### src/rtl/spi_sched_pkg.sv
// Shared types and constants for the SPI transfer scheduler.
// The optional watchdog is enabled by defining SPI_SCHED_TIMEOUT_EN.
package spi_sched_pkg;

  localparam int DATA_W = 10;
  localparam int N_REQ  = 4;
  localparam int ID_W   = 2;

  typedef logic [ID_W-1:0] id_t;

  typedef enum logic [2:0] {
    IDLE,
    SETUP,
    START,
    WAIT,
    GAP
  } state_t;

  function automatic int max_int(input int a, input int b);
    return (a > b) ? a : b;
  endfunction

endpackage

### src/rtl/spi_rr_arbiter.sv
// Four-way round-robin arbiter: scans upward from the pointer, wrapping 3 -> 0.
// The pointer moves past the winner only when the scheduler accepts the grant.
module spi_rr_arbiter
  import spi_sched_pkg::*;
(
  input  logic             clk,
  input  logic             reset_n,
  input  logic [N_REQ-1:0] req_i,
  input  logic             adv_i,
  output logic [N_REQ-1:0] gnt_o,
  output id_t              id_o,
  output logic             valid_o
);

  id_t  ptr_q;
  id_t  idx;
  logic found;

  always_ff @(posedge clk or negedge reset_n) begin
    if (!reset_n) begin
      ptr_q <= '0;
    end else if (adv_i) begin
      ptr_q <= id_o + id_t'(1);
    end
  end

  always_comb begin
    gnt_o = '0;
    id_o  = '0;
    found = 1'b0;
    idx   = '0;
    for (int k = 0; k < N_REQ; k++) begin
      idx = ptr_q + id_t'(k);
      if (!found && req_i[idx]) begin
        found      = 1'b1;
        id_o       = idx;
        gnt_o[idx] = 1'b1;
      end
    end
  end

  assign valid_o = |req_i;

endmodule

### src/rtl/spi_xfer_scheduler.sv
// Shares one SPI master among four requesters; requester n always talks to slave n.
// Define SPI_SCHED_TIMEOUT_EN to add a watchdog that aborts a transfer stuck in WAIT.
//
//  state | meaning
//  IDLE  | no transfer; arbitrate pending requests
//  SETUP | slave selected, settling before the start pulse
//  START | one-cycle start pulse to the SPI master
//  WAIT  | waiting for the master's receive-complete
//  GAP   | all selects released before the next grant
module spi_xfer_scheduler
  import spi_sched_pkg::*;
#(
  parameter int SETUP_CYC   = 2,
  parameter int GAP_CYC     = 4,
  parameter int TIMEOUT_CYC = 512
) (
  input  logic                    clk,
  input  logic                    reset_n,
  input  logic [N_REQ-1:0]        req,
  input  logic [N_REQ*DATA_W-1:0] req_data,
  output logic [N_REQ-1:0]        grant,
  output logic                    busy,
  output logic [DATA_W-1:0]       m_data_in,
  output logic                    m_tx_start,
  output logic [N_REQ-1:0]        m_ss_n,
  input  logic [DATA_W-1:0]       m_data_out,
  input  logic                    m_rx_done,
  output logic                    resp_valid,
  output logic [DATA_W-1:0]       resp_data,
  output logic [ID_W-1:0]         resp_id,
  output logic                    resp_err
);

  localparam int CNT_MAX = max_int(max_int(SETUP_CYC, GAP_CYC), TIMEOUT_CYC);
  localparam int CNT_W   = $clog2(CNT_MAX + 1);

  state_t              state_q, state_d;
  logic [CNT_W-1:0]    cnt_q, cnt_d;
  logic [N_REQ-1:0]    grant_q, grant_d;
  logic [N_REQ-1:0]    ss_n_q, ss_n_d;
  logic [DATA_W-1:0]   data_q, data_d;
  id_t                 id_q, id_d;
  logic                resp_valid_q, resp_valid_d;
  logic [DATA_W-1:0]   resp_data_q, resp_data_d;
  id_t                 resp_id_q, resp_id_d;

  logic [N_REQ-1:0]    arb_gnt;
  id_t                 arb_id;
  logic                arb_valid;
  logic                arb_adv;

  spi_rr_arbiter u_arb (
    .clk     (clk),
    .reset_n (reset_n),
    .req_i   (req),
    .adv_i   (arb_adv),
    .gnt_o   (arb_gnt),
    .id_o    (arb_id),
    .valid_o (arb_valid)
  );

`ifdef SPI_SCHED_TIMEOUT_EN
  logic resp_err_q, resp_err_d;
`endif

  always_ff @(posedge clk or negedge reset_n) begin
    if (!reset_n) begin
      state_q      <= IDLE;
      cnt_q        <= '0;
      grant_q      <= '0;
      ss_n_q       <= '1;
      data_q       <= '0;
      id_q         <= '0;
      resp_valid_q <= 1'b0;
      resp_data_q  <= '0;
      resp_id_q    <= '0;
`ifdef SPI_SCHED_TIMEOUT_EN
      resp_err_q   <= 1'b0;
`endif
    end else begin
      state_q      <= state_d;
      cnt_q        <= cnt_d;
      grant_q      <= grant_d;
      ss_n_q       <= ss_n_d;
      data_q       <= data_d;
      id_q         <= id_d;
      resp_valid_q <= resp_valid_d;
      resp_data_q  <= resp_data_d;
      resp_id_q    <= resp_id_d;
`ifdef SPI_SCHED_TIMEOUT_EN
      resp_err_q   <= resp_err_d;
`endif
    end
  end

  always_comb begin
    state_d      = state_q;
    cnt_d        = cnt_q;
    grant_d      = '0;
    ss_n_d       = ss_n_q;
    data_d       = data_q;
    id_d         = id_q;
    resp_valid_d = 1'b0;
    resp_data_d  = resp_data_q;
    resp_id_d    = resp_id_q;
    arb_adv      = 1'b0;
`ifdef SPI_SCHED_TIMEOUT_EN
    resp_err_d   = resp_err_q;
`endif
    case (state_q)
      IDLE: begin
        if (arb_valid) begin
          grant_d = arb_gnt;
          data_d  = req_data[arb_id*DATA_W +: DATA_W];
          id_d    = arb_id;
          ss_n_d  = ~arb_gnt;
          cnt_d   = CNT_W'(SETUP_CYC);
          arb_adv = 1'b1;
          state_d = SETUP;
        end
      end
      SETUP: begin
        if (cnt_q == '0) state_d = START;
        else             cnt_d   = cnt_q - CNT_W'(1);
      end
      START: begin
        cnt_d   = CNT_W'(TIMEOUT_CYC - 1);
        state_d = WAIT;
      end
      WAIT: begin
        // A done arriving on the watchdog's last cycle still counts as success.
        if (m_rx_done) begin
          resp_valid_d = 1'b1;
          resp_data_d  = m_data_out;
          resp_id_d    = id_q;
          ss_n_d       = '1;
          cnt_d        = CNT_W'(GAP_CYC - 1);
          state_d      = GAP;
`ifdef SPI_SCHED_TIMEOUT_EN
          resp_err_d   = 1'b0;
        end else if (cnt_q == '0) begin
          resp_valid_d = 1'b1;
          resp_data_d  = '0;
          resp_id_d    = id_q;
          resp_err_d   = 1'b1;
          ss_n_d       = '1;
          cnt_d        = CNT_W'(GAP_CYC - 1);
          state_d      = GAP;
        end else begin
          cnt_d        = cnt_q - CNT_W'(1);
`endif
        end
      end
      GAP: begin
        if (cnt_q == '0) state_d = IDLE;
        else             cnt_d   = cnt_q - CNT_W'(1);
      end
      default: state_d = IDLE;
    endcase
  end

  assign grant      = grant_q;
  assign busy       = (state_q != IDLE);
  assign m_data_in  = data_q;
  assign m_tx_start = (state_q == START);
  assign m_ss_n     = ss_n_q;
  assign resp_valid = resp_valid_q;
  assign resp_data  = resp_data_q;
  assign resp_id    = resp_id_q;
`ifdef SPI_SCHED_TIMEOUT_EN
  assign resp_err   = resp_err_q;
`else
  assign resp_err   = 1'b0;
`endif

endmodule
### config.mk
export PLATFORM = sky130hd
export DESIGN_NAME = spi_xfer_scheduler
export DESIGN_NICKNAME = d
export VERILOG_FILES = /design/src/rtl/spi_sched_pkg.sv /design/src/rtl/spi_rr_arbiter.sv /design/src/rtl/spi_xfer_scheduler.sv
export SDC_FILE = /design/constraint.sdc
export NUM_CORES = 1
export LEC_CHECK = 0
export ABC_AREA = 1
export CAP_MARGIN = 20
export CORE_ASPECT_RATIO = 0.5
export CORE_UTILIZATION = 45
export DETAILED_ROUTE_END_ITERATION = 16
export GPL_TIMING_DRIVEN = 0
export PLACE_DENSITY = 0.83
export SYNTH_ARGS = -nofsm -noshare
export SYNTH_HDL_FRONTEND = slang
export SYNTH_SLANG_ARGS = --single-unit
### constraint.sdc
create_clock -name clk -period 3.62 [get_ports clk]
set_input_delay 0.362 -clock clk [delete_from_list [all_inputs] [get_ports clk]]
set_output_delay 0.362 -clock clk [all_outputs]
set_load 0.005 [all_outputs]
==> flow_metrics.env <==
export IMPL_worstSetupEndpointType="flip-flop"
export IMPL_yosys_area_share_simple_pct=36.5
export IMPL_synth_area_top_cells="dfrtp_1, nand2_1, nand3_1, inv_1, ha_1"
export IMPL_n_antenna_cell=0
export IMPL_ys_seq_elements=48
export IMPL_regToRegEndpoint="m_data_in[7]$_DFFE_PN0P_"
export IMPL_wl_mm=7.35
export IMPL_drc=0
export IMPL_syn_area_per_cell_um2=7.60
export IMPL_synth_xor_area_share_pct=0.305
export IMPL_ir_drop_uv=441
export IMPL_max_slew_worst_pin_slew_ns=0.587
export IMPL_fillCellCount=547
export IMPL_drive_above_1_share_pct=10.1
export IMPL_cts_buffers=5
export IMPL_synthAdderAreaFrac_pct=3.92
export IMPL_yosys_warnings=0
export IMPL_post_dp_hpwl_mm=5.57
export IMPL_seq_area_um2=1210
export IMPL_grt_pass1_wl_mm=12.2
export IMPL_min_path_type="input pin to async pin"
export IMPL_portBuffers=89
export IMPL_die_area_um2=6730
export IMPL_syn_inst=378
export IMPL_slew_viol_final=0
export IMPL_start_util_pct=47.0
export IMPL_hold_violations=0
export IMPL_synth_top_area_share_pct=38.3
export IMPL_gr_total_overflow=0
export IMPL_worst_endpoint_required_ns=3.80
export IMPL_vias_per_cell=5.04
export IMPL_core_area_um2=6110
export IMPL_rows=20
export IMPL_post_cts_resized=0
export IMPL_syn_area_um2=2870
export IMPL_die_w_um=115
export IMPL_gp_congestion=0.839
export IMPL_synthFlopType="dfrtp_1"
export IMPL_seq_area_frac_synth_pct=42.0
export IMPL_fmax_mhz=392
export IMPL_status="finished clean"
export IMPL_r2r_start="u_arb.ptr_q[0]$_DFFE_PN0P_"
export IMPL_drt_first_pass_iters=4
export IMPL_route_vias_total=2842
export IMPL_powerDensity_nw_per_um2=1010
export IMPL_crit_arrival_ns=2.73
export IMPL_fin_setup_tns_ns=0
export IMPL_muxShareOfSynthArea_pct=0
export IMPL_io_pin_count=91
export IMPL_grt_max_degree=32
export IMPL_final_core_util_pct=66.1
export IMPL_synth_top_area_cell="dfrtp_1"
export IMPL_syn_nets=444
export IMPL_synth_compound_area_share_pct=8.41
export IMPL_tritoncts="done"
export IMPL_dieHeight_um=58.5
export IMPL_period_share_pct=70.5
export IMPL_slew_limit_headroom_pct=60.7
export IMPL_skew_ns=0.00834
export IMPL_final_antenna_net_count=0
export IMPL_clockBufferDepth=2
export IMPL_maxCapViolCount=0
export IMPL_syn_to_final_growth_pct=40.5
export IMPL_clockRootBuffer="clkbuf_16"
export IMPL_yosysUniqueCellTypes=32
export IMPL_power_leakage_nw=2.00
export IMPL_whs_ns=0.00199
export IMPL_rsz0062_at_grt="no"
export IMPL_clkTransAtPathRegs_ns=0.07
export IMPL_grt_pass1_vias=2617
export IMPL_clk_latency_ns=0.29
export IMPL_synthArstFlopShare_pct=100
export IMPL_hold_buffers=0
export IMPL_grt_usage_pct=23.1
export IMPL_antenna_found_initial=0
export IMPL_synth_edf_count=0
export IMPL_regToRegSetupSlack_ns=1.07
export IMPL_clock_sinks=48
export IMPL_wl_per_cell_um=13.0
export IMPL_multi_input_area_um2=1420
export IMPL_synth_top_family_by_area="simple AND/OR/NAND/NOR gates"
export IMPL_setup_violations=0
export IMPL_startpoint_type="flip-flop"
export IMPL_drtIter0Drc=223
export IMPL_min_period_ns=2.55
export IMPL_htree_levels=2
export IMPL_crit_fanout=11
export IMPL_cts_setup_buffers=0
export IMPL_final_nets=541
export IMPL_ff2ff_path_depth=14
export IMPL_crit_type="flip-flop to flip-flop"
==> cell type report <==
class / count / area share (%)
plain buffers: 14 / 2.51
clock buffers: 5 / 3.10
clock inverters: 3 / 0.558
inverters: 40 / 3.72
multi-input cells: 276 / 35.1
flip-flops and latches: 48 / 29.9
well taps: 88 / 2.73
repair buffers: 90 / 22.4
==> critical path, stage by stage (launching register included) <==
cell     delay [ns]
dfrtp_1        0.57
inv_2          0.21
ha_1           0.41
inv_1          0.09
nand3_1        0.09
nand2_1        0.11
nor2_4         0.17
nand2_1        0.06
nand2_1        0.10
nand2_4        0.07
buf_4          0.17
nand3_1        0.07
nand3_1        0.14
nand3_1        0.12
nand2_1        0.05
==> flip-flops by register name, summed over array words and instances, names as in the netlist <==
| register | count |
|---|---|
| cnt_q | 10 |
| m_data_in | 10 |
| resp_data | 10 |
| grant | 4 |
| m_ss_n | 4 |
| state_q | 3 |
| id_q | 2 |
| resp_id | 2 |
| u_arb.ptr_q | 2 |
| resp_valid | 1 |
==> layout by cell type, fill, tap and decap left out, drive strengths merged, types with 3 or more instances in the layout <==
master / instances
nand3: 68
dfrtp: 44
nor3: 3
nor2: 20
ha: 9
nand2: 127
clkbuf: 8
inv: 41
clkdlybuf4s50: 88
a22oi: 11
buf: 13
nand4: 5
dfstp: 4
a21oi: 12
o21ai: 13
==> per-layer routing <==
| metal | global-route usage, % | wire (um) |
|---|---|---|
| met1 | 32.1 | 3410 |
| met2 | 38.5 | 3560 |
| met3 | 3.40 | 276 |
| met4 | 6.12 | 95 |
| met5 | 0 | 0 |
==> power breakdown <==
part | internal [W] | total (W) | switching [W]
combinational | 0.00111 | 0.00263 | 0.00153
clock | 0.000259 | 0.000465 | 0.000206
sequential | 0.000806 | 0.000970 | 0.000165
total | 0.00217 | 0.00407 | 0.00190
==> stage by stage <==
stage	area [um^2]	setup slack [ns]	total power (W)	cells
finish	4040	1.07	0.00407	564
global route	4040	0.862	0.00446	564
CTS	4040	1.09	0.00407	564
detailed placement	3890	1.10	0.00359	556
global placement	3870	0.892	0.00353	555
floorplan	2870	1.53	0.00274	378
==> worst max-delay path by stage <==
stage	start	end
after floorplan	u_arb.ptr_q[0]$_DFFE_PN0P_	m_data_in[5]$_DFFE_PN0P_
after global placement	reset_n	grant[3]$_DFF_PN0_
after detailed placement	u_arb.ptr_q[0]$_DFFE_PN0P_	m_data_in[7]$_DFFE_PN0P_
after CTS	u_arb.ptr_q[0]$_DFFE_PN0P_	m_data_in[7]$_DFFE_PN0P_
after global routing	u_arb.ptr_q[0]$_DFFE_PN0P_	m_data_in[7]$_DFFE_PN0P_
final	u_arb.ptr_q[0]$_DFFE_PN0P_	m_data_in[7]$_DFFE_PN0P_
==> synthesized netlist by cell type (2+ instances only) <==
master,n
nand2_2,9
ha_1,9
nand4_1,4
nor2_2,2
nand2_1,115
inv_1,37
nor3_1,2
nand3_1,66
o21ai_0,12
clkbuf_1,3
inv_2,3
nor2_1,16
a21oi_1,12
buf_2,3
a22oi_1,11
buf_6,4
buf_4,4
a31oi_1,2
dfrtp_1,44
o21a_1,2
nand3_2,2
nand2_4,3
dfstp_2,4
==> cells by family after synthesis <==
kind of cell | count (synthesis)
simple gates | 224
buf+inv | 54
flops | 48
compound gates | 41
fa+ha+maj | 9
xor+xnor | 1
other cells | 1
(Power assumes the default switching activity.)
